[src/rtl/mem_access_pkg.sv]
// rtl/mem_access_pkg.sv - shared widths, byte_sel encodings, FSM states and store lane helpers
package mem_access_pkg;

   localparam int MEM_ADDR_WIDTH = 32;
   localparam int DATA_WIDTH     = 32;
   localparam int REG_ADDR_WIDTH = 5;
   localparam int BYTE_SEL       = 3;
   localparam int SEL_UNSIGNED   = 2;

   localparam logic [REG_ADDR_WIDTH-1:0] ZERO_REG = '0;

   localparam logic [1:0] SL_BYTE = 2'b00;
   localparam logic [1:0] SL_HALF = 2'b01;
   localparam logic [1:0] SL_WORD = 2'b10;
   localparam logic [1:0] SL_NONE = 2'b11;

   typedef enum logic [1:0] {
      ST_IDLE,
      ST_WAIT_GNT,
      ST_WAIT_DATA,
      ST_WB
   } state_t;

   // Natural alignment: halves on even bytes, words on multiples of four.
   function automatic logic addr_aligned(input logic [1:0] size, input logic [1:0] lane);
      case (size)
         SL_HALF: addr_aligned = ~lane[0];
         SL_WORD: addr_aligned = (lane == 2'b00);
         default: addr_aligned = 1'b1;
      endcase
   endfunction

   // Byte strobes for a store of the given size at the given byte lane.
   function automatic logic [3:0] store_strb(input logic [1:0] size, input logic [1:0] lane);
      case (size)
         SL_BYTE: store_strb = 4'b0001 << lane;
         SL_HALF: store_strb = 4'b0011 << lane;
         default: store_strb = 4'b1111;
      endcase
   endfunction

   // Replicate the right-aligned store data across all lanes; strobes pick the live one.
   function automatic logic [DATA_WIDTH-1:0] store_data(input logic [1:0] size,
                                                        input logic [DATA_WIDTH-1:0] d);
      case (size)
         SL_BYTE: store_data = {4{d[7:0]}};
         SL_HALF: store_data = {2{d[15:0]}};
         default: store_data = d;
      endcase
   endfunction

endpackage

[src/rtl/mem_access_if.sv]
// rtl/mem_access_if.sv - word-aligned data bus with req/gnt/rvalid handshake
import mem_access_pkg::*;

interface mem_access_if;
   logic                      bus_req;
   logic                      bus_we;
   logic [MEM_ADDR_WIDTH-1:0] bus_addr;
   logic [3:0]                bus_wstrb;
   logic [DATA_WIDTH-1:0]     bus_wdata;
   logic                      bus_gnt;
   logic                      bus_rvalid;
   logic [DATA_WIDTH-1:0]     bus_rdata;

   modport master (
      output bus_req, bus_we, bus_addr, bus_wstrb, bus_wdata,
      input  bus_gnt, bus_rvalid, bus_rdata
   );

   modport slave (
      input  bus_req, bus_we, bus_addr, bus_wstrb, bus_wdata,
      output bus_gnt, bus_rvalid, bus_rdata
   );
endinterface

[src/rtl/mem_access_load_extract.sv]
// rtl/mem_access_load_extract.sv - load lane select with sign/zero extension
import mem_access_pkg::*;

module mem_access_load_extract (
   input  logic [DATA_WIDTH-1:0] rdata,
   input  logic [1:0]            lane,
   input  logic [1:0]            size,
   input  logic                  uns,
   output logic [DATA_WIDTH-1:0] data
);

   logic [7:0]  byte_v;
   logic [15:0] half_v;

   // Pick the addressed byte/half out of the bus word and widen it to 32 bits.
   always_comb begin
      byte_v = rdata[{lane, 3'b000} +: 8];
      half_v = rdata[{lane[1], 4'b0000} +: 16];
      case (size)
         SL_BYTE: data = uns ? {24'h000000, byte_v} : {{24{byte_v[7]}}, byte_v};
         SL_HALF: data = uns ? {16'h0000, half_v}   : {{16{half_v[15]}}, half_v};
         default: data = rdata;
      endcase
   end

endmodule

[src/rtl/mem_access.sv]
// rtl/mem_access.sv - load/store stage: bus handshake, PC hold, load write-back
import mem_access_pkg::*;

module mem_access #(
   parameter int TIMEOUT = 255
) (
   input  logic                      clk,
   input  logic                      rst,
   input  logic                      mem_re,
   input  logic                      mem_we,
   input  logic [MEM_ADDR_WIDTH-1:0] mem_raddr,
   input  logic [MEM_ADDR_WIDTH-1:0] mem_waddr,
   input  logic [DATA_WIDTH-1:0]     mem_wdata,
   input  logic [BYTE_SEL-1:0]       byte_sel,
   input  logic [REG_ADDR_WIDTH-1:0] rd_waddr,
   mem_access_if.master              bus,
   output logic                      rd_we_o,
   output logic [REG_ADDR_WIDTH-1:0] rd_waddr_o,
   output logic [DATA_WIDTH-1:0]     rd_wdata_o,
   output logic                      hold_o,
   output logic                      err_o
);

   localparam logic [31:0] TO_LAST = 32'(TIMEOUT - 1);

   state_t                      state;
   logic [1:0]                  lane_q;
   logic [1:0]                  size_q;
   logic                        uns_q;
   logic                        we_q;
   logic [REG_ADDR_WIDTH-1:0]   rd_q;
   logic [31:0]                 cnt;

   logic                        req_v;
   logic                        illegal;
   logic                        aligned;
   logic                        start;
   logic                        reject;
   logic [MEM_ADDR_WIDTH-1:0]   req_addr;
   logic [DATA_WIDTH-1:0]       ld_data;

   // Classify the request offered by execute while the stage is idle.
   always_comb begin
      illegal  = mem_re & mem_we;
      req_addr = mem_we ? mem_waddr : mem_raddr;
      req_v    = (mem_re ^ mem_we) && (byte_sel[1:0] != SL_NONE);
      aligned  = addr_aligned(byte_sel[1:0], req_addr[1:0]);
      start    = (state == ST_IDLE) && req_v && aligned;
      reject   = (state == ST_IDLE) && (illegal || (req_v && !aligned));
   end

   // PC stall covers the accept cycle and every cycle a transaction is on the bus.
   assign hold_o = rst && (start || (state == ST_WAIT_GNT) || (state == ST_WAIT_DATA));

   mem_access_load_extract u_load_extract (
      .rdata (bus.bus_rdata),
      .lane  (lane_q),
      .size  (size_q),
      .uns   (uns_q),
      .data  (ld_data)
   );

   // Access FSM with registered bus, write-back and error outputs.
   always_ff @(posedge clk or negedge rst) begin
      if (!rst) begin
         state         <= ST_IDLE;
         lane_q        <= 2'b00;
         size_q        <= SL_BYTE;
         uns_q         <= 1'b0;
         we_q          <= 1'b0;
         rd_q          <= ZERO_REG;
         cnt           <= '0;
         bus.bus_req   <= 1'b0;
         bus.bus_we    <= 1'b0;
         bus.bus_addr  <= '0;
         bus.bus_wstrb <= 4'b0000;
         bus.bus_wdata <= '0;
         rd_we_o       <= 1'b0;
         rd_waddr_o    <= ZERO_REG;
         rd_wdata_o    <= '0;
         err_o         <= 1'b0;
      end else begin
         err_o   <= 1'b0;
         rd_we_o <= 1'b0;
         case (state)
            ST_IDLE: begin
               cnt <= '0;
               if (start) begin
                  lane_q        <= req_addr[1:0];
                  size_q        <= byte_sel[1:0];
                  uns_q         <= byte_sel[SEL_UNSIGNED];
                  we_q          <= mem_we;
                  rd_q          <= rd_waddr;
                  bus.bus_req   <= 1'b1;
                  bus.bus_we    <= mem_we;
                  bus.bus_addr  <= {req_addr[MEM_ADDR_WIDTH-1:2], 2'b00};
                  bus.bus_wstrb <= mem_we ? store_strb(byte_sel[1:0], req_addr[1:0]) : 4'b0000;
                  bus.bus_wdata <= mem_we ? store_data(byte_sel[1:0], mem_wdata) : '0;
                  state         <= ST_WAIT_GNT;
               end else if (reject) begin
                  err_o <= 1'b1;
               end
            end
            ST_WAIT_GNT: begin
               if (bus.bus_gnt) begin
                  bus.bus_req <= 1'b0;
                  cnt         <= '0;
                  state       <= we_q ? ST_IDLE : ST_WAIT_DATA;
               end else if (cnt == TO_LAST) begin
                  bus.bus_req <= 1'b0;
                  err_o       <= 1'b1;
                  cnt         <= '0;
                  state       <= ST_IDLE;
               end else begin
                  cnt <= cnt + 32'd1;
               end
            end
            ST_WAIT_DATA: begin
               if (bus.bus_rvalid) begin
                  rd_wdata_o <= ld_data;
                  rd_waddr_o <= rd_q;
                  rd_we_o    <= (rd_q != ZERO_REG);
                  cnt        <= '0;
                  state      <= ST_WB;
               end else if (cnt == TO_LAST) begin
                  err_o <= 1'b1;
                  cnt   <= '0;
                  state <= ST_IDLE;
               end else begin
                  cnt <= cnt + 32'd1;
               end
            end
            ST_WB: begin
               cnt   <= '0;
               state <= ST_IDLE;
            end
            default: begin
               cnt   <= '0;
               state <= ST_IDLE;
            end
         endcase
      end
   end

endmodule
[src/flat_wrapper.sv]
// flat-port wrapper written by rule: the top's interface ports become plain ports
module mem_access_flat 
#(
   parameter int TIMEOUT = 255
)
  (clk, rst, mem_re, mem_we, mem_raddr, mem_waddr, mem_wdata, byte_sel, rd_waddr, rd_we_o, rd_waddr_o, rd_wdata_o, hold_o, err_o, bus_bus_req, bus_bus_we, bus_bus_addr, bus_bus_wstrb, bus_bus_wdata, bus_bus_gnt, bus_bus_rvalid, bus_bus_rdata);
  mem_access_if bus_i ();
  input  logic clk;
  input  logic rst;
  input  logic mem_re;
  input  logic mem_we;
  input  logic [MEM_ADDR_WIDTH-1:0] mem_raddr;
  input  logic [MEM_ADDR_WIDTH-1:0] mem_waddr;
  input  logic [DATA_WIDTH-1:0] mem_wdata;
  input  logic [BYTE_SEL-1:0] byte_sel;
  input  logic [REG_ADDR_WIDTH-1:0] rd_waddr;
  output logic rd_we_o;
  output logic [REG_ADDR_WIDTH-1:0] rd_waddr_o;
  output logic [DATA_WIDTH-1:0] rd_wdata_o;
  output logic hold_o;
  output logic err_o;
  output wire logic [$bits(bus_i.bus_req)-1:0] bus_bus_req;
  output wire logic [$bits(bus_i.bus_we)-1:0] bus_bus_we;
  output wire logic [$bits(bus_i.bus_addr)-1:0] bus_bus_addr;
  output wire logic [$bits(bus_i.bus_wstrb)-1:0] bus_bus_wstrb;
  output wire logic [$bits(bus_i.bus_wdata)-1:0] bus_bus_wdata;
  input wire logic [$bits(bus_i.bus_gnt)-1:0] bus_bus_gnt;
  input wire logic [$bits(bus_i.bus_rvalid)-1:0] bus_bus_rvalid;
  input wire logic [$bits(bus_i.bus_rdata)-1:0] bus_bus_rdata;
  assign bus_bus_req = bus_i.bus_req;
  assign bus_bus_we = bus_i.bus_we;
  assign bus_bus_addr = bus_i.bus_addr;
  assign bus_bus_wstrb = bus_i.bus_wstrb;
  assign bus_bus_wdata = bus_i.bus_wdata;
  assign bus_i.bus_gnt = bus_bus_gnt;
  assign bus_i.bus_rvalid = bus_bus_rvalid;
  assign bus_i.bus_rdata = bus_bus_rdata;
  mem_access #(.TIMEOUT(TIMEOUT)) u_core (.clk(clk), .rst(rst), .mem_re(mem_re), .mem_we(mem_we), .mem_raddr(mem_raddr), .mem_waddr(mem_waddr), .mem_wdata(mem_wdata), .byte_sel(byte_sel), .rd_waddr(rd_waddr), .bus(bus_i), .rd_we_o(rd_we_o), .rd_waddr_o(rd_waddr_o), .rd_wdata_o(rd_wdata_o), .hold_o(hold_o), .err_o(err_o));
endmodule
[config.mk]
export PLATFORM = sky130hd
export DESIGN_NAME = mem_access_flat
export DESIGN_NICKNAME = d
export VERILOG_FILES = /design/src/rtl/mem_access_pkg.sv /design/src/rtl/mem_access_if.sv /design/src/rtl/mem_access_load_extract.sv /design/src/rtl/mem_access.sv /design/src/flat_wrapper.sv
export SDC_FILE = /design/constraint.sdc
export NUM_CORES = 1
export LEC_CHECK = 0
export ABC_CLOCK_PERIOD_IN_PS = 3750
export CORE_ASPECT_RATIO = 0.5
export CORE_MARGIN = 8
export CORE_UTILIZATION = 50
export CTS_BUF_LIST = sky130_fd_sc_hd__clkbuf_2 sky130_fd_sc_hd__clkbuf_4 sky130_fd_sc_hd__clkbuf_8
export CTS_CLUSTER_DIAMETER = 150
export DETAILED_ROUTE_END_ITERATION = 8
export PLACE_DENSITY = 0.86
export SYNTH_ARGS = -nofsm -noshare
export SYNTH_HDL_FRONTEND = slang
export SYNTH_SLANG_ARGS = --single-unit
[constraint.sdc]
create_clock -name clk -period 3.75 [get_ports clk]
set_input_delay 0.9375 -clock clk [delete_from_list [all_inputs] [get_ports clk]]
set_output_delay 0.9375 -clock clk [all_outputs]
set_load 0.05 [all_outputs]
# Yosys cells after proc, flatten, opt, wreduce, memory -nomap -nowiden
# Index checks and enable logic that the tools add are counted.
# totals
inputBits	142
output_inout_bits	110
regBits	151
wordCells	84
# op_classes
n_mux	31
n_bitwise	3
eq_ne	10
reduce_logical	20
addsub	1
n_shift	4
# ops
op	count
2-to-1 mux 32 bit	7
case mux 32 bit (2 select lines)	2
case mux 32 bit (3 select lines)	1
adder 32 x 1 -> 32 bit (second input constant)	1
== test 32 x 8 -> 1 bit (second input constant)	1
variable part select 32 x 6 -> 16 bit	1
variable part select 32 x 6 -> 8 bit	1
2-to-1 mux 1 bit	10
2-to-1 mux 2 bit	5
logical NOT 2 bit	4
case mux 2 bit (4 select lines)	1
case mux 4 bit (2 select lines)	1
== test 2 x 1 -> 1 bit (second input constant)	3
== test 2 bit (second input constant)	3
logical AND 1 bit	6
nonzero test 5 bit	1
2-to-1 mux 4 bit	1
case mux 1 bit (2 select lines)	2
AND reduction 2 bit	2
left shift 1 x 2 -> 4 bit (first input constant)	1
left shift 2 x 2 -> 4 bit (first input constant)	1
logical OR 1 bit	3
!= test 3 bit (second input constant)	1
case mux 1 bit (3 select lines)	1
9 further kinds	9

# Longest topological paths before layout
# Gate-level depths: netlist of run 1.
# logic_depth
word_depth	10
depth_mapped	10
ltp_nobuf	6

# By module
# A second synthesis of run 1 with hierarchy kept.
# hier_totals
hier_cells	742
hier_area_um2	7801.2
# modules_own_cells
mod	area_each_um2	n_inst	cells_per_inst	seq_area_each_um2
mem_access	7095.6	1	645	3778.6
mem_access_load_extract	705.7	1	97	0.0

# Worst setup path after synthesis of run 1
# Ideal clock, no wire load.
# synth_path
path_kind	in2out
start	input mem_we
end	output hold_o
path_stages	5
setup_slack_ns	-0.085
required_ns	2.812
path_buffers	1
arrival_time_ns	2.897
cell_sequence	buf_2 > mux2_4 > a2111oi_4 > nand2_1 > a31oi_1
# synth_between
elab_chain_cells	7
elab_cells_between_ends	11
classes_between	mux (2); bitwise (2); reduce/logical (7)
# synth_rtl
element	line	text
from (decl)	flat_wrapper.sv:11	input logic mem_we;
2-to-1 mux 32 bit / bitwise XOR 1 bit (equally long branches)	mem_access.sv:45, mem_access.sv:46	
logical NOT 2 bit (tied with other cells)	mem_access_pkg.sv:28	SL_WORD: addr_aligned = (lane == 2'b00);
case mux 1 bit (2 select lines) / logical AND 1 bit (equally long branches)	mem_access_pkg.sv:26, mem_access.sv:48	
logical AND 1 bit (*)	mem_access.sv:48	start = (state == ST_IDLE) && req_v && aligned;
logical OR 1 bit (*) (2 in a row)	mem_access.sv:53	assign hold_o = rst && (start || (state == ST_WAIT_GNT) || (state == ST_WAIT_DATA));
logical AND 1 bit (*)	mem_access.sv:53	
to (decl)	flat_wrapper.sv:20	output logic hold_o;
# Every way passes the cells marked *; elsewhere a longest branch is shown, timed or not.

# Worst setup path after layout of run 1
# layout_path
start	input byte_sel[1]
end	output hold_o
# layout_between
elab_chain_cells	7
elab_cells_between_ends	10
classes_between	eq/ne (3); mux (1); reduce/logical (6)
# layout_rtl
element	line	text
from (decl)	flat_wrapper.sv:15	input logic [BYTE_SEL-1:0] byte_sel;
branches (longest 3 deep; another with == test 2 bit)	-	
logical AND 1 bit (*)	mem_access.sv:48	
logical OR 1 bit (*) (2 in a row)	mem_access.sv:53	
logical AND 1 bit (*)	mem_access.sv:53	
# Every way passes the cells marked *.

==> results of run 1 <==
-- registers in the layout, summed over array words and instances (netlist names) --
signal	cells
u_core.size_q	2
u_core.bus.bus_wstrb	4
u_core.bus.bus_we	1
u_core.rd_q	5
u_core.err_o	1
u_core.bus.bus_addr	30
u_core.cnt	32
u_core.rd_waddr_o	5
u_core.bus.bus_req	1
u_core.uns_q	1
u_core.rd_wdata_o	32
u_core.bus.bus_wdata	32
u_core.state	2
u_core.lane_q	2
u_core.rd_we_o	1
-- final cells by class --
| type | count | area share, % |
|---|---|---|
| clock inverters | 14 | 1.24 |
| inverters | 20 | 0.691 |
| well taps | 204 | 2.35 |
| multi-input cells | 549 | 33.8 |
| repair buffers | 270 | 24.9 |
| flip-flops and latches | 151 | 34.8 |
| clock buffers | 18 | 2.22 |
-- placed cells by master (no fill, tap or decap), types with 8 or more instances in the layout --
cell	synthesis	final
sky130_fd_sc_hd__and3_1	8	8
sky130_fd_sc_hd__or3_1	10	10
sky130_fd_sc_hd__a21oi_1	84	84
sky130_fd_sc_hd__xnor2_1	8	8
sky130_fd_sc_hd__o21ai_0	12	12
sky130_fd_sc_hd__nor2_1	60	60
sky130_fd_sc_hd__mux2i_1	55	55
sky130_fd_sc_hd__a221o_1	9	9
sky130_fd_sc_hd__nand3_1	44	44
sky130_fd_sc_hd__o31ai_1	11	10
sky130_fd_sc_hd__mux2_1	36	36
sky130_fd_sc_hd__clkdlybuf4s50_1	0	246
sky130_fd_sc_hd__nor4_1	9	9
sky130_fd_sc_hd__inv_1	19	19
sky130_fd_sc_hd__a21boi_0	11	11
sky130_fd_sc_hd__or4_1	11	11
sky130_fd_sc_hd__o21ai_1	16	16
sky130_fd_sc_hd__mux4_2	8	8
sky130_fd_sc_hd__a22o_1	9	9
sky130_fd_sc_hd__nand2_1	81	80
sky130_fd_sc_hd__dfrtp_1	151	151
sky130_fd_sc_hd__nand4_1	8	8
sky130_fd_sc_hd__clkbuf_8	0	17
sky130_fd_sc_hd__buf_4	8	17
-- per-layer routing --
metal	share of wire [%]	GRT usage, %	up-vias
met5	0	0	-
li1	-	-	3236
met3	6.9	4.75	73
met1	37	28.0	3432
met2	51	41.7	283
met4	4.5	11.8	0
-- worst max path at each step --
stage          endpoint  slack (ns)  cells past startpoint
2_1_floorplan    hold_o        0.17                      5
3_3_place_gp     hold_o        0.06                      7
3_5_place_dp     hold_o        0.04                      7
4_1_cts          hold_o        0.03                      7
5_1_grt          hold_o      0.0004                      9
6_report         hold_o        0.07                      9
-- cell usage after synthesis (all sizes together), types with 10 or more instances --
cell type | n | area [um^2]
buf | 17 | 119
o31ai | 11 | 82.6
a21oi | 84 | 420
mux2i | 55 | 551
clkbuf | 39 | 146
nor2 | 60 | 225
o21ai | 28 | 140
nand3 | 44 | 220
or4 | 11 | 82.6
or3 | 10 | 62.6
dfrtp | 151 | 3780
nand2 | 81 | 304
a21boi | 11 | 82.6
inv | 20 | 75.1
mux2 | 39 | 443
-- power by group through the flow --
stage / registers (mW) / logic, mW / clock network [mW]
after floorplan: 4.52 / 1.25 / 0
after global placement: 2.66 / 4.81 / 0
after detailed placement: 2.69 / 4.89 / 0
after CTS: 2.67 / 4.91 / 1.24
after global routing: 2.75 / 5.11 / 1.32
final: 2.68 / 4.89 / 1.22
-- stage by stage --
stage	instance area [um^2]	util, %
after floorplan	7770	-
after global placement	10500	68.5
after detailed placement	10500	68.5
after CTS	10900	71.0
after global routing	10900	71.1
final	10900	71.1
-- cells by family (layout without fill, tap and decap cells) --
| group | count (synthesis) | in the layout |
|---|---|---|
| mux | 102 | 102 |
| simple gates | 262 | 262 |
| compound gates | 165 | 165 |
| flops | 151 | 151 |
| fa+ha+maj | 7 | 7 |
| buf+inv | 76 | 322 |
| xor+xnor | 11 | 11 |
| other cells | 1 | 2 |
==> flow_summary.rst, run 1 <==
.. list-table::
   :header-rows: 1

   * - Metric
     - Value
   * - Run status
     - finished clean
   * - Switching component of the power
     - 4.28 mW
   * - Count of cells resized by post-cts repair
     - 0
   * - Core ar.
     - 15300 um^2
   * - Simple logic cell fraction of the synthesized area
     - 16.3%
   * - Synthesized area divided by synthesized cell count
     - 10.0 um^2
   * - Post-synthesis sequential area ratio
     - 48.7%
   * - Biggest fanout along the worst timing path
     - 4
   * - Startpoint of the most critical register-to-register path
     - u_core.cnt[0]
   * - Sequential group share of total power
     - 30.5%
   * - Critical path startpoint category
     - primary input
   * - Cell chosen for the clock root
     - sky130_fd_sc_hd__clkbuf_8
   * - Number of antenna violations at the first check in global routing
     - 0
   * - Proportion of total power due to net switching
     - 48.7%
   * - Startpoint of the lowest-slack hold path
     - u_core.bus.bus_wdata[28]
   * - Worst R2R Path Depth
     - 6
   * - Most frequent cell on the critical path
     - sky130_fd_sc_hd__inv_1
   * - Post-layout total power
     - between 8 and 9 mW
   * - Xor and xnor fraction of the mapped netlist area
     - roughly 1.2%
   * - Area of the multi-input gates
     - 3680 um^2
   * - Top Family by Delay on Critical Path
     - buffers and inverters
   * - Count of endpoints failing hold in the final timing report
     - 0
   * - Clock transition time at the flip-flop clock pins of the worst setup and hold paths
     - 0.09 ns
   * - Number of port buffers
     - 249
   * - Post-synthesis mux area share
     - approximately 15%
   * - Total Negative Setup Slacks
     - 0 ns
   * - Count of max-cap constraint violations
     - 0
   * - Global route total overflow
     - 0
   * - Endpoint arrival time on the critical path
     - 2.74 ns
   * - Combined global-route utilization of all metal layers
     - 24.0%
   * - Number of distinct library cells after synthesis
     - 51
   * - Design internal power
     - 4.51 mW
   * - Post-CTS setup buffer count
     - 0
   * - First-pass GRT wire length
     - 38500 um
   * - Number of H-tree branching levels
     - 4
   * - Placement-stage worst setup slack
     - 0.0384 ns
   * - Maximum VDD drop
     - approximately 0.36 mV
   * - DRC violations left
     - 0
   * - WHS Path Cells
     - 1
   * - Synthesized-area fraction occupied by ao, oa, aoi and oai cells
     - 13.1%
   * - Source-to-sink clock delay at the later pin of the worst-skew pair
     - ~0.45 ns
   * - Number of standard cells in the layout, taps in and fillers out
     - ~1200
   * - Slowest Stage Delay on Critical Path
     - 0.54 ns
   * - Number of synthesized register bits
     - approximately 150
   * - Area growth from synthesis to layout
     - 40.1%
   * - Starting density of the core
     - 50.8%
   * - Post-detailed-route count of antenna-violating nets
     - 0
   * - DR pass1 iterations
     - 5
   * - Floorplan die area
     - 20000 um^2
   * - RePlAce Congestion
     - 0.873
   * - Post-synth top flop
     - sky130_fd_sc_hd__dfrtp_1
   * - Destination of the worst hold path
     - u_core.bus.bus_wdata[28]
   * - Number of synthesis warnings
     - 0
   * - Worst slew pin tran
     - 1.22 ns
   * - Fillers
     - 1087
   * - Number of flops mapped to enable cells by yosys
     - 0
   * - Nature of the critical path endpoint
     - primary output
   * - Buffers and inverters on the worst path
     - 5
   * - Height of the die
     - about 100 um
   * - Area of the mapped netlist
     - 7760 um^2
   * - Sequential cell area
     - 3780 um^2
   * - Routed wirelength normalized by instance count
     - 20.0 um
   * - Detailed Place HPWL
     - 18000 um
   * - Unrepaired setup endpoints after global routing
     - no
   * - Worst EP required
     - 2.81 ns
   * - Number of setup violations in the final report
     - 0
   * - Final clock period utilization by the worst path
     - 98.2%
   * - Critical path, cell by cell
     - clkdlybuf4s50_1 > inv_1 > ha_1 > buf_4 > inv_1 > a211o_1 > nand2_2 > a31oi_4 > buf_12
   * - Fmax
     - 0.272 GHz
   * - Max-slew violations
     - 0
   * - IO Count
     - 252
   * - Async set or reset register ratio after synthesis
     - 100%
   * - Endpoint of the worst register-to-register path
     - u_core.cnt[7]
   * - Horiz. Die Dim
     - between 150 and 200 um
   * - Max Root-Sink Buffers
     - 2
   * - Number of nets at the end of the flow
     - 1158
   * - TritonCTS clock tree
     - done
   * - Final Hold Slack
     - 0.491 ns
   * - Clock Sinks
     - 151
   * - Pwr dens
     - 809 nW/um^2
   * - Path category of the worst min-delay check
     - reg2reg
   * - Power share of the combinational group
     - 55.6%
   * - Total number of vias
     - 7024
   * - Hold Buf Count CTS
     - 0
   * - Inserted Clock Buffers
     - 17
   * - CP startpoint
     - byte_sel[1]
   * - Slack of the worst reg-to-reg path
     - 1.25 ns
   * - Maximum number of pins on one net before global-route repair
     - 152
   * - Total routed wirelength
     - 24500 um
   * - Number of global-route vias before repair
     - ~7100
   * - Fraction of layout cells with a size suffix above 1
     - ~7.1%
   * - Final critical delay including setup and external delays
     - around 3.7 ns
   * - Share of total power in the clock network
     - 13.9%
   * - Number of placed instances with taps included
     - 1194
   * - Type of the worst setup path
     - in2out
   * - Worst clock skew
     - ~0.014 ns
   * - Ant. Diodes
     - 0
   * - Setup WS post-layout
     - 0.0689 ns
   * - Routed via count divided by cell count
     - 5.73
   * - Pleak
     - 4.63 nW
   * - Main combinational cell family by area after synthesis
     - simple AND/OR/NAND/NOR gates
   * - 1st-iter DRT viols
     - 549
   * - Highest-delay cell along the critical path
     - sky130_fd_sc_hd__clkdlybuf4s50_1
   * - Adder and majority gate portion of the synthesized area
     - 1.13%
   * - Core Rows
     - 32
   * - Gate count after technology mapping
     - 775
   * - Max-slew headroom at the worst pin
     - 18.8%
Note: power is estimated with default switching activity, not from simulation.
==> inputs of run 2 (changes only) <==
Settings changed: ABC_CLOCK_PERIOD_IN_PS 3750 to 3000, CORE_UTILIZATION 50 to 43, PLACE_DENSITY 0.86 to 0.78.
Clock period 3.75 ns to 3 ns, I/O delays scaled along.
==> run 2 against run 1 <==
Compared with the run above:
- sequential power grew 26%
- hold slack got worse by 0.051 ns
- register-to-register slack got worse by 0.58 ns
- via count down 0.78%
- utilization is 8.1 points lower
- design area rose by 1.5%
- cell count up 3.5%
- combinational power increased by 25%
- first-iteration DRC count is 4.9% lower
- clock power grew 32%
- die area rose by 14%
- critical path type unchanged
- highest routed layer unchanged
==> flow_summary.rst, run 2 (synthesized netlist as in run 1, its figures left out) <==
.. list-table::
   :header-rows: 1

   * - Metric
     - Value
   * - Fmax
     - between 0.3 and 0.4 GHz
   * - RePlAce Congestion
     - 0.850
   * - Proportion of total power due to net switching
     - 47.7%
   * - DP Area
     - around 11000 um^2
   * - Number of H-tree branching levels
     - 4
   * - Number of standard cells in the layout, taps in and fillers out
     - 1269
   * - Max Root-Sink Buffers
     - 2
   * - Final design utilization
     - 62.9%
   * - Number of nets at the end of the flow
     - 1169
   * - Leading registers by flop count
     - u_core.bus.bus_wdata x32, u_core.cnt x32, u_core.rd_wdata_o x32
   * - Run status
     - finished clean
   * - Endpoint arrival time on the critical path
     - 2.16 ns
   * - Routed via count divided by cell count
     - 5.49
   * - TritonCTS clock tree
     - done
   * - Routed wirelength normalized by instance count
     - 19.6 um
   * - Cell chosen for the clock root
     - sky130_fd_sc_hd__clkbuf_8
   * - Clock transition time at the flip-flop clock pins of the worst setup and hold paths
     - roughly 0.080 ns
   * - Sequential group share of total power
     - 30.3%
   * - Final clock period utilization by the worst path
     - 96.9%
   * - Placement-stage worst setup slack
     - -0.357 ns
   * - Max-slew headroom at the worst pin
     - 27.3%
   * - Number of port buffers
     - 249
   * - Number of setup violations in the final report
     - 0
   * - Height of the die
     - 111 um
   * - Hold Buf Count CTS
     - 0
   * - DRC violations left
     - 0
   * - Number of antenna violations at the first check in global routing
     - 2
   * - Most frequent cells in the layout
     - 241 x sky130_fd_sc_hd__clkdlybuf4s50_1, 151 x sky130_fd_sc_hd__dfrtp_1, 84 x sky130_fd_sc_hd__a21oi_1
   * - Power share of the combinational group
     - between 50% and 60%
   * - Wire length on met2
     - 12900 um
   * - Worst clock skew
     - 0.00757 ns
   * - Starting density of the core
     - between 40% and 50%
   * - Design internal power
     - 5.80 mW
   * - Inserted Clock Buffers
     - 17
   * - Count of endpoints failing hold in the final timing report
     - 0
   * - Horiz. Die Dim
     - 206 um
   * - Total number of vias
     - 6969
   * - Pwr dens
     - 1010 nW/um^2
   * - Number of global-route vias before repair
     - 7114
   * - Worst EP required
     - 2.25 ns
   * - First-pass GRT wire length
     - 39000 um
   * - IO Count
     - roughly 250
   * - Core ar.
     - 17500 um^2
   * - Nature of the critical path endpoint
     - primary output
   * - Path category of the worst min-delay check
     - in2async
   * - Core Rows
     - 34
   * - Highest routing layer actually used
     - met4
   * - Clock Sinks
     - 151
   * - Type of the worst setup path
     - in2out
   * - Final standard cell area without fillers
     - 11000 um^2
   * - Switching component of the power
     - 5.30 mW
   * - Share of total power in the clock network
     - 14.5%
   * - Global route total overflow
     - 0
   * - Wire length on met1
     - 10000 um
   * - Max-slew violations
     - 0
   * - Final critical delay including setup and external delays
     - 2.91 ns
   * - Maximum number of pins on one net before global-route repair
     - roughly 150
   * - Total routed wirelength
     - 24900 um
   * - Floorplan die area
     - 22900 um^2
   * - Area growth from synthesis to layout
     - 42.1%
   * - Routed wire length on met3
     - 1210 um
   * - Post-detailed-route count of antenna-violating nets
     - 0
   * - Total Negative Setup Slacks
     - 0 ns
   * - Number of placed instances with taps included
     - around 1200
   * - Source-to-sink clock delay at the later pin of the worst-skew pair
     - 0.45 ns
   * - Unrepaired setup endpoints after global routing
     - no
   * - Detailed Place HPWL
     - 18600 um
   * - Worst slew pin tran
     - 1.09 ns
   * - DR pass1 iterations
     - 5
   * - Leading cell type in the layout, fill and taps excluded
     - sky130_fd_sc_hd__clkdlybuf4s50_1
   * - Setup WS post-layout
     - 0.0931 ns
   * - Fraction of layout cells with a size suffix above 1
     - around 8.6%
   * - 1st-iter DRT viols
     - 522
   * - Biggest fanout along the worst timing path
     - 3
   * - Count of max-cap constraint violations
     - 0
   * - Pleak
     - around 4.7 nW
   * - Critical path startpoint category
     - primary input
   * - Combined global-route utilization of all metal layers
     - 21.3%
   * - Maximum VDD drop
     - around 0.65 mV
## run 2: routing by layer
metal,global-route usage [%],up-vias
met5,0,-
met4,8.66,0
met3,4.00,48
met2,36.8,206
met1,25.9,3447
li1,-,3268
## run 2: area by class of cell
type                            instances  area, um^2
Inverter                               20        75.1
Fill cell                            1440        6490
Antenna cell                            2        5.00
Sequential cell                       151        3780
Clock inverter                         10         120
Tap cell                              234         293
Timing Repair Buffer                  281        2780
Multi-Input combinational cell        549        3690
Clock buffer                           22         290
## run 2: worst paths after layout
check	start	endpoint	slack [ns]	cells after the start
hold reg to reg	u_core.rd_waddr_o[2]	u_core.rd_waddr_o[2]	0.49	2
hold / removal	rst	u_core.cnt[21]	0.44	2
setup reg to reg	u_core.cnt[5]	u_core.cnt[29]	0.67	4
max in group asynchronous	rst	u_core.rd_wdata_o[11]	1.96	2
setup / recovery	byte_sel[0]	hold_o	0.09	7
min in group clk	u_core.rd_waddr_o[2]	u_core.rd_waddr_o[2]	0.49	2
## run 2: repair_timing
action / CTS / global route
gates resized for setup: 7 / 4
setup endpoints to repair: 1 / 1
buffers inserted: 1 / 0
pin swaps: 4 / 3
## run 2: metrics by stage
step	hold slack [ns]	power [mW]
after detailed placement	0.467	9.55
after global routing	0.497	11.6
after floorplan	0.454	7.23
after global placement	0.466	9.43
after CTS	0.482	11.2
final	0.440	11.1
## run 2: worst max-delay path, cell delays in order
cell                            delay, ns
sky130_fd_sc_hd__dlygate4sd2_1       0.27
sky130_fd_sc_hd__ha_1                0.21
sky130_fd_sc_hd__nand2b_4            0.15
sky130_fd_sc_hd__a2111oi_4           0.31
sky130_fd_sc_hd__nand2_2             0.13
sky130_fd_sc_hd__a31oi_4             0.17
sky130_fd_sc_hd__buf_12              0.16
## run 2: power by group through the flow
stage               registers (mW)  clock network (mW)  logic, mW
detailed placement            3.39                   0       6.16
global placement              3.37                   0       6.06
finish                        3.37                1.61       6.13
CTS                           3.36                1.64       6.18
floorplan                     5.65                   0       1.57
global route                  3.47                1.74       6.41
